==> src/rtl/fb_arbiter.sv <==
// Framebuffer port arbiter: scan-out reads take priority; queued pixel writes and the
// full-buffer clear sequencer use the RAM only in cycles without a scan-out request.
module fb_arbiter #(
    parameter int PIXEL_W    = 24,
    parameter int WIDTH      = 640,
    parameter int HEIGHT     = 480,
    parameter int X_W        = 10,
    parameter int Y_W        = 10,
    parameter int FIFO_DEPTH = 4,
    parameter int ADDR_W     = $clog2(WIDTH * HEIGHT)
) (
    input  logic               clock,
    input  logic               reset,
    input  logic               disp_req,
    input  logic [X_W-1:0]     disp_x,
    input  logic [Y_W-1:0]     disp_y,
    output logic               disp_valid,
    output logic [PIXEL_W-1:0] disp_data,
    input  logic               wr_valid,
    output logic               wr_ready,
    input  logic [X_W-1:0]     wr_x,
    input  logic [Y_W-1:0]     wr_y,
    input  logic [PIXEL_W-1:0] wr_data,
    output logic               wr_oob,
    input  logic               clear_req,
    input  logic [PIXEL_W-1:0] clear_color,
    output logic               clear_busy,
    output logic               clear_done,
    output logic               mem_en,
    output logic               mem_we,
    output logic [ADDR_W-1:0]  mem_addr,
    output logic [PIXEL_W-1:0] mem_wdata,
    input  logic [PIXEL_W-1:0] mem_rdata
);

    localparam int NPIX  = WIDTH * HEIGHT;
    localparam int PTR_W = (FIFO_DEPTH > 1) ? $clog2(FIFO_DEPTH) : 1;

    typedef enum logic [1:0] {S_IDLE, S_DRAIN, S_CLEAR} state_t;

    state_t              state_q, state_d;
    logic [PIXEL_W-1:0]  color_q, color_d;
    logic [ADDR_W-1:0]   clr_cnt_q, clr_cnt_d;
    logic                done_q, done_d;
    logic                wr_oob_q, wr_oob_d;
    logic                disp_valid_q, disp_valid_d;
    logic                disp_zero_q, disp_zero_d;
    logic [PIXEL_W-1:0]  disp_hold_q, disp_hold_d;
    logic [PTR_W-1:0]    wr_ptr_q, wr_ptr_d, rd_ptr_q, rd_ptr_d;
    logic [PTR_W:0]      count_q, count_d;

    logic [ADDR_W-1:0]   fifo_addr_mem [FIFO_DEPTH];
    logic [PIXEL_W-1:0]  fifo_data_mem [FIFO_DEPTH];

    logic                disp_in, wr_in, fifo_empty, fifo_full;
    logic                push, pop, clr_wr;
    logic [ADDR_W-1:0]   disp_addr, wr_addr;
    logic [PIXEL_W-1:0]  disp_cur;

    assign disp_in   = (int'(disp_x) < WIDTH) && (int'(disp_y) < HEIGHT);
    assign wr_in     = (int'(wr_x) < WIDTH) && (int'(wr_y) < HEIGHT);
    assign disp_addr = ADDR_W'(int'(disp_y) * WIDTH + int'(disp_x));
    assign wr_addr   = ADDR_W'(int'(wr_y) * WIDTH + int'(wr_x));

    assign fifo_empty = (count_q == '0);
    assign fifo_full  = (count_q == (PTR_W+1)'(FIFO_DEPTH));

    // Ready looks only at registered state so the writer never sees a combinational path.
    assign wr_ready = !reset && !fifo_full && (state_q == S_IDLE);
    assign push     = wr_valid && wr_ready && wr_in;
    assign pop      = !disp_req && !fifo_empty && (state_q == S_IDLE || state_q == S_DRAIN);
    assign clr_wr   = !disp_req && (state_q == S_CLEAR);

    assign disp_cur   = disp_valid_q ? (disp_zero_q ? '0 : mem_rdata) : disp_hold_q;
    assign disp_data  = reset ? '0 : disp_cur;
    assign disp_valid = disp_valid_q;
    assign wr_oob     = wr_oob_q;
    assign clear_done = done_q;
    assign clear_busy = (state_q != S_IDLE);

    always_comb begin
        mem_en    = 1'b0;
        mem_we    = 1'b0;
        mem_addr  = '0;
        mem_wdata = '0;
        if (!reset) begin
            if (disp_req) begin
                mem_en   = disp_in;
                mem_addr = disp_in ? disp_addr : '0;
            end else if (pop) begin
                mem_en    = 1'b1;
                mem_we    = 1'b1;
                mem_addr  = fifo_addr_mem[rd_ptr_q];
                mem_wdata = fifo_data_mem[rd_ptr_q];
            end else if (clr_wr) begin
                mem_en    = 1'b1;
                mem_we    = 1'b1;
                mem_addr  = clr_cnt_q;
                mem_wdata = color_q;
            end
        end
    end

    always_comb begin
        state_d      = state_q;
        color_d      = color_q;
        clr_cnt_d    = clr_cnt_q;
        done_d       = 1'b0;
        wr_oob_d     = wr_valid && wr_ready && !wr_in;
        disp_valid_d = disp_req;
        disp_zero_d  = disp_req && !disp_in;
        disp_hold_d  = disp_cur;
        wr_ptr_d     = push ? wr_ptr_q + PTR_W'(1) : wr_ptr_q;
        rd_ptr_d     = pop ? rd_ptr_q + PTR_W'(1) : rd_ptr_q;
        count_d      = count_q;
        case ({push, pop})
            2'b10:   count_d = count_q + (PTR_W+1)'(1);
            2'b01:   count_d = count_q - (PTR_W+1)'(1);
            default: count_d = count_q;
        endcase
        case (state_q)
            S_IDLE: begin
                if (clear_req) begin
                    state_d = S_DRAIN;
                    color_d = clear_color;
                end
            end
            S_DRAIN: begin
                if (fifo_empty) begin
                    state_d   = S_CLEAR;
                    clr_cnt_d = '0;
                end
            end
            S_CLEAR: begin
                if (clr_wr) begin
                    if (clr_cnt_q == ADDR_W'(NPIX - 1)) begin
                        state_d   = S_IDLE;
                        clr_cnt_d = '0;
                        done_d    = 1'b1;
                    end else begin
                        clr_cnt_d = clr_cnt_q + ADDR_W'(1);
                    end
                end
            end
            default: state_d = S_IDLE;
        endcase
    end

    always_ff @(posedge clock or posedge reset) begin
        if (reset) begin
            state_q      <= S_IDLE;
            color_q      <= '0;
            clr_cnt_q    <= '0;
            done_q       <= 1'b0;
            wr_oob_q     <= 1'b0;
            disp_valid_q <= 1'b0;
            disp_zero_q  <= 1'b0;
            disp_hold_q  <= '0;
            wr_ptr_q     <= '0;
            rd_ptr_q     <= '0;
            count_q      <= '0;
        end else begin
            state_q      <= state_d;
            color_q      <= color_d;
            clr_cnt_q    <= clr_cnt_d;
            done_q       <= done_d;
            wr_oob_q     <= wr_oob_d;
            disp_valid_q <= disp_valid_d;
            disp_zero_q  <= disp_zero_d;
            disp_hold_q  <= disp_hold_d;
            wr_ptr_q     <= wr_ptr_d;
            rd_ptr_q     <= rd_ptr_d;
            count_q      <= count_d;
        end
    end

    // Entry storage needs no reset: occupancy and pointers alone define validity.
    always_ff @(posedge clock) begin
        if (push) begin
            fifo_addr_mem[wr_ptr_q] <= wr_addr;
            fifo_data_mem[wr_ptr_q] <= wr_data;
        end
    end

endmodule

==> config.mk <==
export PLATFORM = sky130hd
export DESIGN_NAME = fb_arbiter
export DESIGN_NICKNAME = d
export VERILOG_FILES = /design/src/rtl/fb_arbiter.sv
export SDC_FILE = /design/constraint.sdc
export NUM_CORES = 1
export LEC_CHECK = 0
export ABC_AREA = 1
export CAP_MARGIN = 20
export CORE_MARGIN = 2
export CORE_UTILIZATION = 45
export CTS_BUF_LIST = sky130_fd_sc_hd__clkbuf_8
export DETAILED_ROUTE_END_ITERATION = 8
export PLACE_DENSITY = 0.76
export SYNTH_ARGS = -nofsm -noshare
export SYNTH_HDL_FRONTEND = slang
export SYNTH_SLANG_ARGS = --single-unit
==> constraint.sdc <==
create_clock -name clock -period 4.55 [get_ports clock]
set_input_delay 0.6825 -clock clock [delete_from_list [all_inputs] [get_ports clock]]
set_output_delay 0.6825 -clock clock [all_outputs]
set_load 0.03 [all_outputs]
==> flow_summary_export.csv, run 1 <==
group,metric,value,unit
run_status,status,"finished clean",
grt,antenna_found_initial,2,
power_and_ir_drop,p_per_area,463,nW/µm²
power_and_ir_drop,p_leak,6.27,nW
cts,htreeDepth,2,
worst_setup_path,r2r_start,"state_q[0]",
worst_setup_path,start_kind,"input pin",
cts,cts_root_buffer,"clkbuf_8",
die,io-pin-count,191,
power_and_ir_drop,power,0.00730,W
die,die_y,171,µm
worst_setup_path,crit_type,"in2out",
logic_synthesis,synth_nets,1406,
logic_synthesis,synth_edf_count,172,
cts,cts_made_buffers,40,
logic_synthesis,syn_area_per_cell,10.2,µm²
worst_setup_path,startpoint,"disp_y[1]",
timing,rsz0062_at_grt,"no",
timing,fin_crit,4.32,ns
timing,fmax,0.231,GHz
worst_setup_path,reg2reg_depth,8,
worst_setup_path,r2r_slack,1.97,ns
placement,numPortBuffers,190,
finish,filler_cell_count,2336,
logic_synthesis,yosysTopAreaCellShare,41.0,%
timing,finalMaxSlewViolations,0,
grt,grt-ovfl-total,0,
worst_setup_path,crit_arrival,3.64,ns
finish,seq_area,7170,µm²
logic_synthesis,syn-instance-count,1240,
drt,drtIter0Drc,728,
worst_setup_path,crit_fanout,4,
die,dieArea,29400,µm²
logic_synthesis,synth_cell_types,54,
drt,drt-pass1-iter-count,5,
die,die_w,171,µm
timing,tightest_slew,0.882,ns
grt,grtUsageTotal,21.2,%
worst_setup_path,endpoint,"mem_addr[16]",
cts,post_cts_resized,1,
grt,grt_start_max_net_pins,88,
placement,place_ws,-0.00129,ns
cts,cts.reportedPaths.clkPinSlew,0.06,ns
logic_synthesis,synth.yosys.warnings,0,
worst_setup_path,required,3.87,ns
finish,syn2layout_area_growth,25.2,%
timing,fin_worst_skew,0.0154,ns
worst_setup_path,endpoint_kind,"output port",
cts,cts.sinks,252,
hold_path,hold_path.class,"reg2reg",
logic_synthesis,async_flop_share,31.7,%
logic_synthesis,synth_area_leaders,"edfxtp_1 (41%), dfrtp_1 (16%), nor2_1 (4.8%)",
die,floorplan.initialDensity,45.5,%
finish,drive_above_1_share,11.2,%
timing,maxSlewHeadroom,41.0,%
worst_setup_path,r2r_end,"count_q[2]",
logic_synthesis,post-synth-top-count-cell,"edfxtp_1",
cts,cts_tree,"built",
cts,hold_buffers,0,
timing,hold_violations,0,
finish,fin_nets,1602,
job,maxCapViolCount,0,
logic_synthesis,yosysSeqAreaShare,56.9,%
placement,gp_congestion,0.918,
logic_synthesis,synth_area_leader_cell,"edfxtp_1",
timing,timing.hold.ws,0.503,ns
placement,hpwl,21600,µm
drt,drc,0,
drt,via_per_inst,5.28,
die,rows,61,
logic_synthesis,synth-main-ff-cell,"edfxtp_1",
finish,final_area,15800,µm²
drt,wl_per_cell,17.1,µm
drt,vias,9771,
timing,fin_crit_sh,95.0,%
grt,grt_pass1_vias,9536,
logic_synthesis,ys_ff_latch,252,
logic_synthesis,synthTopCellsByCount,"edfxtp_1 (172), nor2_1 (161), nand2_1 (148), inv_1 (144), o21ai_0 (120)",
die,core_area,27700,µm²
cts,clk-insertion-delay-late,0.54,ns
grt,grt_pass1_wl,49000,µm
timing,setup_viol,0,
cts,clockBufferDepth,3,
logic_synthesis,syn-cell-area,12600,µm²
placement,placed_area,14900,µm²
timing,setup_ws,0.226,ns
cts,post_cts_buffers,0,
drt,ant_nets,0,
power_and_ir_drop,ir_drop,0.265,mV
drt,routed_wl,31600,µm
finish,multi_input_area,4610,µm²
-- where the power goes --
part           internal, W  switching (W)  total [W]
Clock              0.00104       0.000901    0.00194
Sequential         0.00272       0.000141    0.00286
Combinational     0.000884        0.00161    0.00249
-- per-stage QoR --
stage / TNS (ns) / cells / util (%)
detailed placement: -0.00129 / 1771 / 53.9
floorplan: 0 / 1240 / -
global placement: 0 / 1771 / 53.9
global route: 0 / 1847 / 56.9
finish: 0 / 1849 / 57.0
CTS: 0 / 1844 / 56.8
-- sequential cells by signal, indices dropped and copies added (netlist names) --
name / flops
disp_hold_q: 24
rd_ptr_q: 2
state_q: 2
count_q: 3
clr_cnt_q: 19
fifo_addr_mem: 76
color_q: 24
wr_oob: 1
clear_done: 1
disp_valid: 1
wr_ptr_q: 2
fifo_data_mem: 96
disp_zero_q: 1
-- cell families (layout without fill, tap and decap cells) --
family | after synthesis | after routing | synth area share (%)
flops | 252 | 252 | 56.9
simple gates | 401 | 401 | 13.9
buf+inv | 214 | 441 | 6.77
compound gates | 278 | 278 | 13.6
mux | 24 | 24 | 2.14
other cells | 0 | 4 | 0
fa+ha+maj | 49 | 49 | 5.16
xor+xnor | 22 | 22 | 1.53
-- worst min path at each step --
stage,start,to,cells past startpoint,slack (ns)
floorplan,clr_cnt_q[15],clr_cnt_q[15],1,0.46
detailed placement,clr_cnt_q[15],clr_cnt_q[15],1,0.49
CTS,clr_cnt_q[15],clr_cnt_q[15],1,0.50
finish,clr_cnt_q[15],clr_cnt_q[15],1,0.50
global placement,color_q[21],color_q[21],1,0.49
global route,color_q[18],color_q[18],1,0.52
-- cell usage in the layout, fill, tap and decap left out, types with 4 or more instances in the layout --
cell	count
fa_1	5
clkdlybuf4s50_1	175
a221oi_1	4
a21oi_1	49
a211oi_1	25
nor2_4	8
clkbuf_8	42
xnor2_1	11
o21ai_0	120
clkinv_2	7
clkinv_1	7
buf_12	5
inv_2	11
xor2_1	11
o221a_2	13
mux2_2	24
nand3_1	34
o221a_1	11
nand2_2	7
buf_4	25
nand4_1	13
dfrtp_1	79
ha_1	44
edfxtp_1	172
o22ai_1	27
diode_2	4
nand2_1	148
o21ai_1	8
nor3_1	16
nor2_1	157
inv_1	158
-- cell type report --
| cell class | count | area share [%] |
|---|---|---|
| flip-flops and latches | 252 | 45.4 |
| multi-input cells | 774 | 29.2 |
| repair buffers | 210 | 13.4 |
| inverters | 158 | 3.77 |
| clock buffers | 42 | 3.66 |
| well taps | 378 | 3.00 |
| clock inverters | 31 | 1.44 |
| diodes | 4 | 0.0634 |
-- per-layer routing --
metal | vias up | global-route usage [%] | routed length, µm
met1 | 4662 | 27.7 | 13700
met2 | 356 | 35.0 | 14800
met5 | - | 0 | 0
met4 | 0 | 8.14 | 807
met3 | 61 | 4.05 | 2270
li1 | 4692 | - | -
-- worst max-delay path, cell delays in order --
cell and delay [ns]:
clkdlybuf4s50_1 0.44, ha_1 0.32, ha_1 0.25, fa_1 0.59, nand2_1 0.07, inv_1 0.06, nand4_1 0.11, a21oi_2 0.19
nand2_2 0.09, o21ai_0 0.16, nand3_1 0.08, a21oi_1 0.18, dlygate4sd2_1 0.42
(Power assumes the default switching activity.)
==> run 2, diff against run 1 <==
--- a/config.mk
+++ b/config.mk
@@ -12,6 +12,7 @@
 export CTS_BUF_LIST = sky130_fd_sc_hd__clkbuf_8
 export DETAILED_ROUTE_END_ITERATION = 8
 export PLACE_DENSITY = 0.76
+export SKIP_CTS_REPAIR_TIMING = 1
 export SYNTH_ARGS = -nofsm -noshare
 export SYNTH_HDL_FRONTEND = slang
 export SYNTH_SLANG_ARGS = --single-unit
==> run 2 against run 1 <==
Highest routed layer unchanged. Total power hardly changed. First-iteration DRC count stayed put. Non-clock buffer count stayed put. Clock skew stayed put. Routed wire length hardly changed. Via count hardly changed. Worst hold slack stayed put. Critical path type unchanged. Utilization hardly changed. Clock power hardly changed. Combinational power hardly changed.
==> flow_summary_export.csv, run 2 (synthesis results as in run 1) <==
group,metric,value,unit
grt,use_met2,35.0,%
timing,maxSlewHeadroom,41.0,%
drt,drtIter0Drc,728,
drt,ant_nets,0,
finish,filler_cell_count,2336,
placement,numPortBuffers,190,
timing,finalMaxSlewViolations,0,
worst_setup_path,crit_arrival,3.55,ns
grt,grt_pass1_wl,49000,µm
drt,routed_wl,31600,µm
placement,gp_congestion,0.918,
die,die_w,171,µm
worst_setup_path,r2r_end,"count_q[2]",
die,rows,61,
finish,finalNonFillerCells,1849,
placement,dp.cells,1771,
cts,cts_tree,"built",
hold_path,hold_path.class,"reg2reg",
die,dieArea,29400,µm²
placement,hpwl,21600,µm
power_and_ir_drop,ir_drop,0.265,mV
worst_setup_path,reg2reg_depth,8,
cts,cts.reportedPaths.clkPinSlew,0.06,ns
die,floorplan.initialDensity,45.5,%
drt,wl_per_cell,17.1,µm
finish,final_common_cell,"clkdlybuf4s50_1",
finish,syn2layout_area_growth,25.2,%
drt,vias,9780,
cts,cts_root_buffer,"clkbuf_8",
finish,utilization,57.0,%
worst_setup_path,required,3.87,ns
worst_setup_path,r2r_slack,1.97,ns
drt,drt-pass1-iter-count,5,
worst_setup_path,r2r_start,"state_q[0]",
worst_setup_path,crit_type,"in2out",
cts,cts.sinks,252,
drt,via_per_inst,5.29,
cts,htreeDepth,2,
grt,antenna_found_initial,2,
cts,cts_made_buffers,40,
grt,grt_most_used_layer,"met2",
cts,clk-insertion-delay-late,0.54,ns
hold_path,min_from,"clr_cnt_q[15]",
grt,grt_use_met1,27.7,%
timing,fin_crit_sh,93.0,%
finish,regMostFlops,"fifo_data_mem",
die,die_y,171,µm
finish,final_area,15800,µm²
placement,placed_area,14900,µm²
grt,grt_start_max_net_pins,88,
timing,fmax,0.236,GHz
finish,top_regs,"fifo_data_mem x96, fifo_addr_mem x76",
finish,final_cell_mix,"clkdlybuf4s50_1 (175), edfxtp_1 (172), inv_1 (158)",
grt,grt_pass1_vias,9536,
run_status,status,"finished clean",
timing,fin_worst_skew,0.0154,ns
die,io-pin-count,191,
power_and_ir_drop,p_per_area,463,nW/µm²
grt,grt_use_met3,4.05,%
timing,setup_viol,0,
grt,grt-ovfl-total,0,
timing,hold_violations,0,
finish,fin_nets,1602,
worst_setup_path,start_kind,"input pin",
die,core_area,27700,µm²
timing,rsz0062_at_grt,"no",
worst_setup_path,endpoint_kind,"output port",
hold_path,holdPathStages,1,
worst_setup_path,crit_fanout,4,
grt,grtUsageTotal,21.2,%
finish,largest_reg_flops,96,
job,maxCapViolCount,0,
finish,drive_above_1_share,11.2,%
cts,clockBufferDepth,3,
hold_path,min_to,"clr_cnt_q[15]",
timing,fin_crit,4.23,ns
power_and_ir_drop,p_leak,6.28,nW
drt,drc,0,
timing,tightest_slew,0.882,ns
-- run 2: cell count changes in the layout (fill, tap and decap cells not counted), sizes merged --
cell,change
dlymetal6s2s,+1
dlygate4sd2,-1
-- run 2: worst max path at each step --
stage	from	to	slack, ns	depth (start not counted)
2_1_floorplan	reset	fifo_addr_mem[0][0]	0.59	4
3_3_place_gp	disp_y[3]	mem_addr[16]	0.05	13
3_5_place_dp	disp_y[1]	mem_addr[16]	-0.001	13
4_1_cts	disp_y[1]	mem_addr[16]	-0.03	13
5_1_grt	disp_y[1]	mem_addr[13]	0.08	11
6_report	disp_y[1]	mem_addr[13]	0.32	11
-- run 2: layer usage --
layer	wire [µm]	up-vias
met5	0	-
li1	-	4692
met2	14800	360
met3	2270	61
met4	807	0
met1	13800	4667
-- run 2: layout make-up --
type / count / area, µm² / area share, %
clock inverters: 31 / 226 / 1.43
diodes: 4 / 10.0 / 0.0634
repair buffers: 210 / 2120 / 13.4
well taps: 378 / 473 / 3.00
clock buffers: 42 / 578 / 3.66
flip-flops and latches: 252 / 7170 / 45.4
inverters: 158 / 596 / 3.77
multi-input cells: 774 / 4610 / 29.2
-- run 2: stage by stage --
step / hold WS [ns] / total power, W / setup TNS, ns / setup slack (ns)
after floorplan: 0.462 / 0.00455 / 0 / 0.591
after global placement: 0.488 / 0.00528 / 0 / 0.0549
after detailed placement: 0.491 / 0.00536 / -0.00129 / -0.00129
after CTS: 0.500 / 0.00731 / -0.0282 / -0.0282
after global routing: 0.521 / 0.00770 / 0 / 0.0778
final: 0.503 / 0.00730 / 0 / 0.319
-- run 2: where the power goes --
group          internal [W]  total (W)  switching [W]
sequential          0.00272    0.00286       0.000141
clock               0.00104    0.00194       0.000901
combinational      0.000886    0.00249        0.00161
total               0.00465    0.00730        0.00265
-- run 2: critical path: stages --
cell,delay [ns]
clkdlybuf4s50_1,0.44
ha_1,0.32
ha_1,0.25
fa_1,0.59
nand3_1,0.12
nor2_1,0.18
nor2_1,0.07
nor2_1,0.08
nand2_1,0.06
a221oi_1,0.55
buf_12,0.20
==> variant: new RTL, flow settings as in run 1 <==
Change the parameter `PIXEL_W` from 24 to 48.
--- a/src/rtl/fb_arbiter.sv
+++ b/src/rtl/fb_arbiter.sv
@@ -2,5 +2,5 @@
 // full-buffer clear sequencer use the RAM only in cycles without a scan-out request.
 module fb_arbiter #(
-    parameter int PIXEL_W    = 24,
+    parameter int PIXEL_W    = 48,
     parameter int WIDTH      = 640,
     parameter int HEIGHT     = 480,
Interface: changed (5 resized); port bits go from 191 to 311. The function was not compared with the original's and may differ.
==> variant against run 1 <==
Sequential cell count is 144 higher; routed wire length is 48% higher; register-to-register slack worse by 0.14 ns; setup slack better by 0.0015 ns; final area is 49% higher; synthesized area is 46% higher; die area is 44% higher; core utilization is 1.8 points higher; non-clock buffer count is 128 higher; total power is 57% higher; highest routed layer is now met5.
==> variant: results (changes against run 1) <==
clk cell area share=5.65% (+0.55 points); 1st-iter DRT viols=1048 (+44%); Leakage=9.44 nW (+50%); Post-Syn Nets=1975 (+40%); vias per std cell=5.31 (+0.41%); non-clock inverter instance count of the final layout=234 (+48%); slowest cell on the critical path=clkdlybuf4s50_1; Net Sw Power=0.00408 W (+54%); multi-input combinational area share=25.1% (-4.2 points); number of clock-tree buffers in the layout=78 (+86%); Setup WS pre-CTS=0.183 ns (+0.184 ns); Global Route Usage Sum=21.9% (+0.72 points); number of vias after detailed routing=14000 (+43%); internal reg-to-reg setup slack=1.83 ns (-0.14 ns); final WL=46.6 mm (+48%); maximum VDD drop=0.000304 V (+15%); dpl cell area=0.0222 mm2 (+48%); worst clock skew=0.0253 ns (+0.00994 ns); top cells by count, synth=nand2_1 (292), edfxtp_1 (268), inv_1 (228); highest net fanout along the worst path=3 (-1); worst-case hold slack=0.481 ns (-0.0219 ns); fraction of synthesis flops using an asynchronous set or reset pin=32.3% (+0.58 points); post-cts resize count=0 (-1); port bufs=310 (+63%); #FFs+latches synth=396 (+57%); fillcell total=3206 (+37%); portion of the post-synthesis area used by sequential elements=61.3% (+4.4 points); detailed-route wire length on metal 1=19.5 mm (+42%); antenna violations before repair=4 (+2); power in combinational cells=0.00390 W (+57%); nets=2293 (+43%); part of the total power dissipated in combinational logic=34.0% (-0.2 points); result of the run=completed; fraction of standard cell area that is sequential=47.9% (+2.4 points); number of buffers added by the clock tree synthesis step=68 (+70%); largest registers=fifo_data_mem (192), fifo_addr_mem (76); placer's final routability congestion estimate=0.861 (-6.2%); global-route wire length before repair=72.0 mm (+47%); Non-clock buffer share=14.8% (+1.4 points); area growth from synthesis to layout=28.1%; top routing layer used=met5; mean post-synth cell area=10.6 um2 (+4.0%)
variant: cell types whose count changed after synthesis, moves of 47 or more:
cell      before  now
a32oi_1        0   48
a22oi_1        1   48
edfxtp_1     172  268
inv_1        144  228
nand2_1      148  292
dfrtp_1       80  128
o21ai_0      120   54
variant: worst paths after layout:
path / endpoint / depth (start not counted) / from
setup / recovery: mem_addr[11] / 10 / disp_y[1]
hold / removal: count_q[0] / 1 / count_q[0]
setup reg to reg: count_q[1] / 8 / state_q[1]
hold reg to reg: count_q[0] / 1 / count_q[0]
max in group asynchronous: rd_ptr_q[0] / 3 / reset
min in group asynchronous: disp_hold_q[13] / 3 / reset
variant: logic make-up (layout without fill, tap and decap cells):
logic type | after synthesis | after routing | synth area share, %
fa+ha+maj | 49 | 49 | 3.54
other cells | 0 | 4 | 0
buf+inv | 324 | 697 | 6.81
mux | 48 | 48 | 2.94
flops | 396 | 396 | 61.3
compound gates | 339 | 339 | 11.9
xor+xnor | 21 | 21 | 1.00
simple gates | 560 | 560 | 12.5
